<file path="src/rtl/riscv_pkg.sv">
// Shared RV32 pipeline constants and the IF/ID register layout.
package riscv_pkg;
    localparam int          XLEN      = 32;
    localparam logic [31:0] RESET_PC  = 32'h0000_0000;
    localparam logic [31:0] NOP_INSTR = 32'h0000_0013;

    localparam int RS1_MSB = 19;
    localparam int RS1_LSB = 15;
    localparam int RS2_MSB = 24;
    localparam int RS2_LSB = 20;

    typedef struct packed {
        logic [XLEN-1:0] pc;
        logic [XLEN-1:0] pc_plus4;
        logic [31:0]     instr;
        logic            valid;
    } if_id_t;
endpackage

</file>
<file path="src/rtl/if_id_reg.sv">
// IF/ID pipeline register: bubble beats hold, hold beats load.
module if_id_reg
    import riscv_pkg::*;
(
    input  logic   clk,
    input  logic   rst,
    input  logic   hold,
    input  logic   bubble,
    input  if_id_t d,
    output if_id_t q
);
    always_ff @(posedge clk or posedge rst) begin
        if (rst) begin
            q.pc       <= '0;
            q.pc_plus4 <= '0;
            q.instr    <= NOP_INSTR;
            q.valid    <= 1'b0;
        end else if (bubble) begin
            // PC fields keep their last value; only the instruction is killed
            q.instr    <= NOP_INSTR;
            q.valid    <= 1'b0;
        end else if (!hold) begin
            q <= d;
        end
    end
endmodule

</file>
<file path="src/rtl/if_stage.sv">
// RV32 fetch stage: PC register, next-PC mux, stall counter and IF/ID register.
module if_stage
    import riscv_pkg::*;
(
    input  logic            clk,
    input  logic            rst,
    input  logic            stall,
    input  logic            flush,
    input  logic [XLEN-1:0] redirect_pc,
    output logic            imem_req,
    output logic [XLEN-1:0] imem_addr,
    input  logic [31:0]     imem_rdata,
    input  logic            imem_ready,
    output logic [XLEN-1:0] if_id_pc,
    output logic [XLEN-1:0] if_id_pc_plus4,
    output logic [31:0]     if_id_instr,
    output logic            if_id_valid,
    output logic [4:0]      if_id_rs1_addr,
    output logic [4:0]      if_id_rs2_addr,
    output logic [31:0]     perf_stall_cycles
);
    logic [XLEN-1:0] pc;
    logic [XLEN-1:0] pc_plus4;
    logic            hold;
    logic            bubble;
    if_id_t          d;
    if_id_t          q;

    assign pc_plus4 = pc + XLEN'(4);
    assign hold     = stall && !flush;
    // Not-ready only bubbles when no stall is pending, so a stall keeps the held instruction
    assign bubble   = flush || (!stall && !imem_ready);

    always_ff @(posedge clk or posedge rst) begin
        if (rst)
            pc <= RESET_PC;
        else if (flush)
            pc <= redirect_pc & ~XLEN'(3);
        else if (!stall && imem_ready)
            pc <= pc_plus4;
    end

    always_ff @(posedge clk or posedge rst) begin
        if (rst)
            perf_stall_cycles <= '0;
        else if (hold)
            perf_stall_cycles <= perf_stall_cycles + 32'd1;
    end

    assign d.pc       = pc;
    assign d.pc_plus4 = pc_plus4;
    assign d.instr    = imem_rdata;
    assign d.valid    = 1'b1;

    if_id_reg u_if_id_reg (
        .clk    (clk),
        .rst    (rst),
        .hold   (hold),
        .bubble (bubble),
        .d      (d),
        .q      (q)
    );

    assign imem_req       = !rst;
    assign imem_addr      = pc;
    assign if_id_pc       = q.pc;
    assign if_id_pc_plus4 = q.pc_plus4;
    assign if_id_instr    = q.instr;
    assign if_id_valid    = q.valid;
    assign if_id_rs1_addr = q.instr[RS1_MSB:RS1_LSB];
    assign if_id_rs2_addr = q.instr[RS2_MSB:RS2_LSB];
endmodule

</file>
<file path="config.mk">
export PLATFORM = sky130hd
export DESIGN_NAME = if_stage
export DESIGN_NICKNAME = d
export VERILOG_FILES = /design/src/rtl/riscv_pkg.sv /design/src/rtl/if_id_reg.sv /design/src/rtl/if_stage.sv
export SDC_FILE = /design/constraint.sdc
export NUM_CORES = 1
export LEC_CHECK = 0
export CAP_MARGIN = 20
export CORE_MARGIN = 5
export CORE_UTILIZATION = 49
export CTS_BUF_LIST = sky130_fd_sc_hd__clkbuf_8 sky130_fd_sc_hd__clkbuf_16
export DETAILED_ROUTE_END_ITERATION = 8
export PLACE_DENSITY_LB_ADDON = 0.08
export REMOVE_ABC_BUFFERS = 1
export SLEW_MARGIN = 20
export SYNTH_ARGS = -nofsm -noshare
export SYNTH_HDL_FRONTEND = slang
export SYNTH_SLANG_ARGS = --single-unit
</file>
<file path="constraint.sdc">
create_clock -name clk -period 14.8 [get_ports clk]
set_clock_uncertainty 0.15 [all_clocks]
set_input_delay 2.96 -clock clk [delete_from_list [all_inputs] [get_ports clk]]
set_output_delay 2.96 -clock clk [all_outputs]
set_load 0.02 [all_outputs]
</file>
# After elaboration in Yosys (flattened, before gate mapping)
# Cells that the tools add are included.
# word_totals
word_cells	25
out_inout_bits	172
ff_bits	161
in_bits	69
# op_classes
n_mux	4
n_eq_ne	1
n_addsub	2
n_reduce_logical	10
bitwise_logic	2
# op_table
op	n
2-to-1 mux 33 bit	2
2-to-1 mux 32 bit	2
adder 32 x 1 -> 32 bit, second input constant	1
adder 32 x 3 -> 32 bit, second input constant	1
zero test 1 bit	4
logical AND 1 bit	3
inequality test 2 bit, second input constant	1
NOT 1 bit	2
AND reduction 2 bit	1
nonzero test 2 bit	1
logical OR 1 bit	1

# Depth between registers and ports, before layout
# logic_depth
ltp_word	5
mapped_depth	8
depth_no_buf	6

# By module
# A second synthesis with hierarchy kept.
# unflattened
cells_unflattened	660
area_unflattened_um2	7601.0
# modules_own_cells
mod	cells_per_inst	n_inst	area_per_inst_um2	seq_area_each_um2
if_stage	417	1	3853.7	1551.5
if_id_reg	243	1	3747.3	2431.1

# Worst setup path after synthesis
# No wires, ideal clock.
# synth_path
kind	input to output
startpoint	input port rst
endpoint	output port imem_req
setup_slack_ns	5.435
path_buffers	0
t_arrival_ns	6.255
t_required_ns	11.690
stages	1
path_cell_list	inv_1
# synth_via
elab_chain_cells	1
# synth_lines
item	line_no	rtl
start, declared	if_stage.sv:6	input logic rst,
zero test 1 bit	if_stage.sv:64	assign imem_req = !rst;
end, declared	if_stage.sv:10	output logic imem_req,
# No other way between the ends.

# Worst setup path after layout
# Same ends and word-level chain as after synthesis.

==> results.txt <==
The worst-case headroom to the max-slew limit was 34.4%; the floorplan core area was 14400 sq um. The layout overhead on the synthesized area is 39.5%. The critical path start-end classification is in -> out. Synthesis instantiated 41 different standard cells from the library.

In this run the worst hold path is classified as reg -> reg. The tools report the weighted congestion at the end of routability-driven global placement as 0.833. The per-cell via count in the routed design was 5.22. The number of placed instances, taps included, is 1059.

For the worst setup path, the data arrival time is 4760 ps. During placement, the flow inserted port buffers numbering 232. The count of TritonRoute iterations in the first routing pass is 5. The number of top-level pins is 241.

For the pin with the worst max-slew slack, the measured transition is 977 ps. The tools report the count of pins over their slew limit as 0. On the worst path, the slowest cell contributes a delay of 730 ps.

For the count of standard-cell rows, the log shows 44. The worst path needs 7870 ps of the cycle, external delays included. The repair_antennas step left the layout with diodes totalling 0. Excluding fillers, the count of instances in the completed layout stands at 1089. The die footprint was 17000 sq um; the number of flip-flops and latches in the synthesized netlist was 155. The startpoint kind of the worst setup timing path is an input port. The tools report the largest net degree at the start of global routing as 97. For the net switching power, the log shows 0.348 mW. Total of endpoints with negative setup slack in the final report: 0. The run finished with clean final reports. The quantity of gates resized following cts came out at 0. The tools report the count of yosys warnings during synthesis as 0. The final period utilization is 53.1%, and the total global routing track utilization is 22.7%. Summed over all failing endpoints, the final setup total negative slack is 0 ps. Clock tree synthesis found a total of 155 sinks.

The clock-pin slew on the worst setup and hold paths is 60 ps, and the cell-internal power is 0.814 mW. The effective utilization at floorplan is 49.3%, and the wire length per cell is 17.5 microns. Grouping stages by cell kind, the critical path spends the most delay in buffers and inverters.

The final hold violation count was 0. The die width came out at 130 microns. The routed wire length was 19000 microns.

The count of buffering cells on the critical path with inverters included is 3. CTS built an H-tree with a depth of 4. The clock latency on the worst-skew pair is 420 ps, and the number of DRC violations after detailed-routing iteration 0 is 266.

The post-synthesis area per instance is 10.2 sq um. Setup repair after global routing left no endpoint under its margin. The routed layout has 5689 vias.

At the end of the flow, the number of nets in the layout was 965. Summing every instance area after synthesis gives 7090 sq um. Buffers added to address setup during post-CTS repair amount to 0. For this run, the register share of the synthesized area comes to 54.8%.

For this design, the slowest cell found on the critical path is clkdlybuf4s50_1. Via count of the first global-routing pass: 5724. The logs give 17 for the number of buffers inserted during clock tree synthesis and 696 for the number of instances in the synthesized netlist.

TritonCTS built the clock tree. The total grt overflow came out at 0. Among the stages of the critical path, the cell type that occurs most often is clkdlybuf4s50_1.

Of all nets on the critical path, the largest fanout is 82. The timing-limited maximum frequency is 0.127 GHz, and the critical path data required time is 11690 ps. The die height is 130 microns, and the HPWL after detailed placement is 13200 microns. The peak supply drop was 0.0832 mV.

After detailed routing, the number of remaining DRC violations is 0. The critical path goes through clkdlybuf4s50_1, inv_6, clkdlybuf4s50_1. The root buffer selected by CTS is clkbuf_16. The combinational fraction of design power is 22.8%. The first-pass GRT wire length came out at 29900 microns. The proportion of total power due to net switching is 30.0%, and the clock share of power is 32.8%. Initial antenna violation count: 0.

In the final layout, the share of cells above drive strength 1 is 6.96%. The sequential cell fraction of total power came out at 44.4%. The logs give 0 for the number of max-capacitance violations reported and 2 for the number of buffers on the longest clock path. The cell leakage power was 4.22 nW. The kind of end point of the critical path was a primary output. Once detail routing completed, the nets flagged for antenna violations numbered 0.

For this design the ratio of total power to cell area is 118 nW/um^2. Hold repair after CTS inserted 0 buffers.
sequential cells by signal (all words and copies together), names as in the netlist:
register           count
u_if_id_reg.q         93
perf_stall_cycles     32
imem_addr             30
routing by layer:
| metal | wire [microns] | up-vias | track usage (%) |
|---|---|---|---|
| li1 | - | 2715 | - |
| met1 | 8020 | 2774 | 29.4 |
| met2 | 9340 | 167 | 36.5 |
| met3 | 1260 | 33 | 6.39 |
| met4 | 431 | 0 | 8.62 |
| met5 | 0 | - | 0 |
power by group through the flow:
stage	registers (mW)	clock network (mW)	logic [mW]
2_1_floorplan	0.575	0	0.0659
3_3_place_gp	0.520	0	0.264
3_5_place_dp	0.523	0	0.268
4_1_cts	0.516	0.389	0.269
5_1_grt	0.523	0.409	0.286
6_report	0.516	0.381	0.265
area by class of cell:
cell class	count	area [sq um]
Fill cell	1145	4480
Sequential cell	155	3880
Multi-Input combinational cell	480	2900
Timing Repair Buffer	236	2350
Clock buffer	19	453
Tap cell	184	230
Clock inverter	11	58.8
Inverter	4	20.0
synth_stat cells, drive strengths merged:
master | number | area (sq um)
o22a | 3 | 26.3
nand3 | 35 | 220
mux2 | 1 | 11.3
buf | 36 | 236
dfstp | 3 | 78.8
dfrtp | 152 | 3800
nand2 | 174 | 653
nor3 | 7 | 67.6
a22o | 29 | 254
clkbuf | 26 | 97.6
nor2b | 2 | 12.5
nor4 | 4 | 46.3
and3 | 6 | 37.5
o21ai | 61 | 309
and4 | 10 | 87.6
inv | 4 | 15.0
conb | 1 | 3.75
or3 | 1 | 6.26
and2 | 7 | 43.8
mux2i | 1 | 10.0
nor2 | 11 | 46.3
xnor2 | 43 | 377
nand4 | 28 | 196
or4 | 1 | 11.3
ha | 2 | 25.0
xor2 | 45 | 394
nand2b | 3 | 18.8
metrics by stage:
stage / setup WS (ps) / power, mW / instance area [sq um] / utilization, % / hold slack (ps)
after CTS: 6900 / 1.17 / 9890 / 68.8 / 326
after detailed placement: 6900 / 0.791 / 9380 / 65.3 / 312
after floorplan: 5430 / 0.641 / 6770 / - / 396
final: 6930 / 1.16 / 9890 / 68.8 / 322
after global placement: 6920 / 0.784 / 9380 / 65.3 / 309
after global routing: 6770 / 1.22 / 9890 / 68.8 / 344
worst paths after layout:
check,slack (ps),depth (start not counted),start,endpoint
worst max-delay path,6930,3,rst,imem_req
worst min-delay path,320,2,u_if_id_reg.q[76],u_if_id_reg.q[76]
worst max register to register,12080,6,imem_addr[2],u_if_id_reg.q[61]
worst min register to register,320,2,u_if_id_reg.q[76],u_if_id_reg.q[76]
max in group asynchronous,10150,3,rst,u_if_id_reg.q[24]
min in group asynchronous,2920,2,rst,u_if_id_reg.q[84]
cell usage in the layout, fill, tap and decap left out, types with 17 or more instances in the layout:
master           count
xnor2_1             43
o21ai_1             19
xor2_1              45
clkbuf_16           17
nand3_1             26
dfrtp_1            152
clkdlybuf4s50_1    231
a22o_1              29
o21ai_0             41
nand2_1            174
nand4_1             26
tightest hold or removal path, cell delays in order (launching register included):
cell and delay [ps]:
dfrtp_1 340, nand2_1 50, nand2_1 50
logic make-up after synthesis:
group	synth area share [%]
multiplexers	0.300
other	0.0529
flip-flops	54.8
AND/OR/NAND/NOR	20.4
XOR/XNOR	10.9
buffers and inverters	4.92
adder cells (fa/ha/maj)	0.353
AO/OA/AOI/OAI	8.31
(Power assumes the default switching activity.)
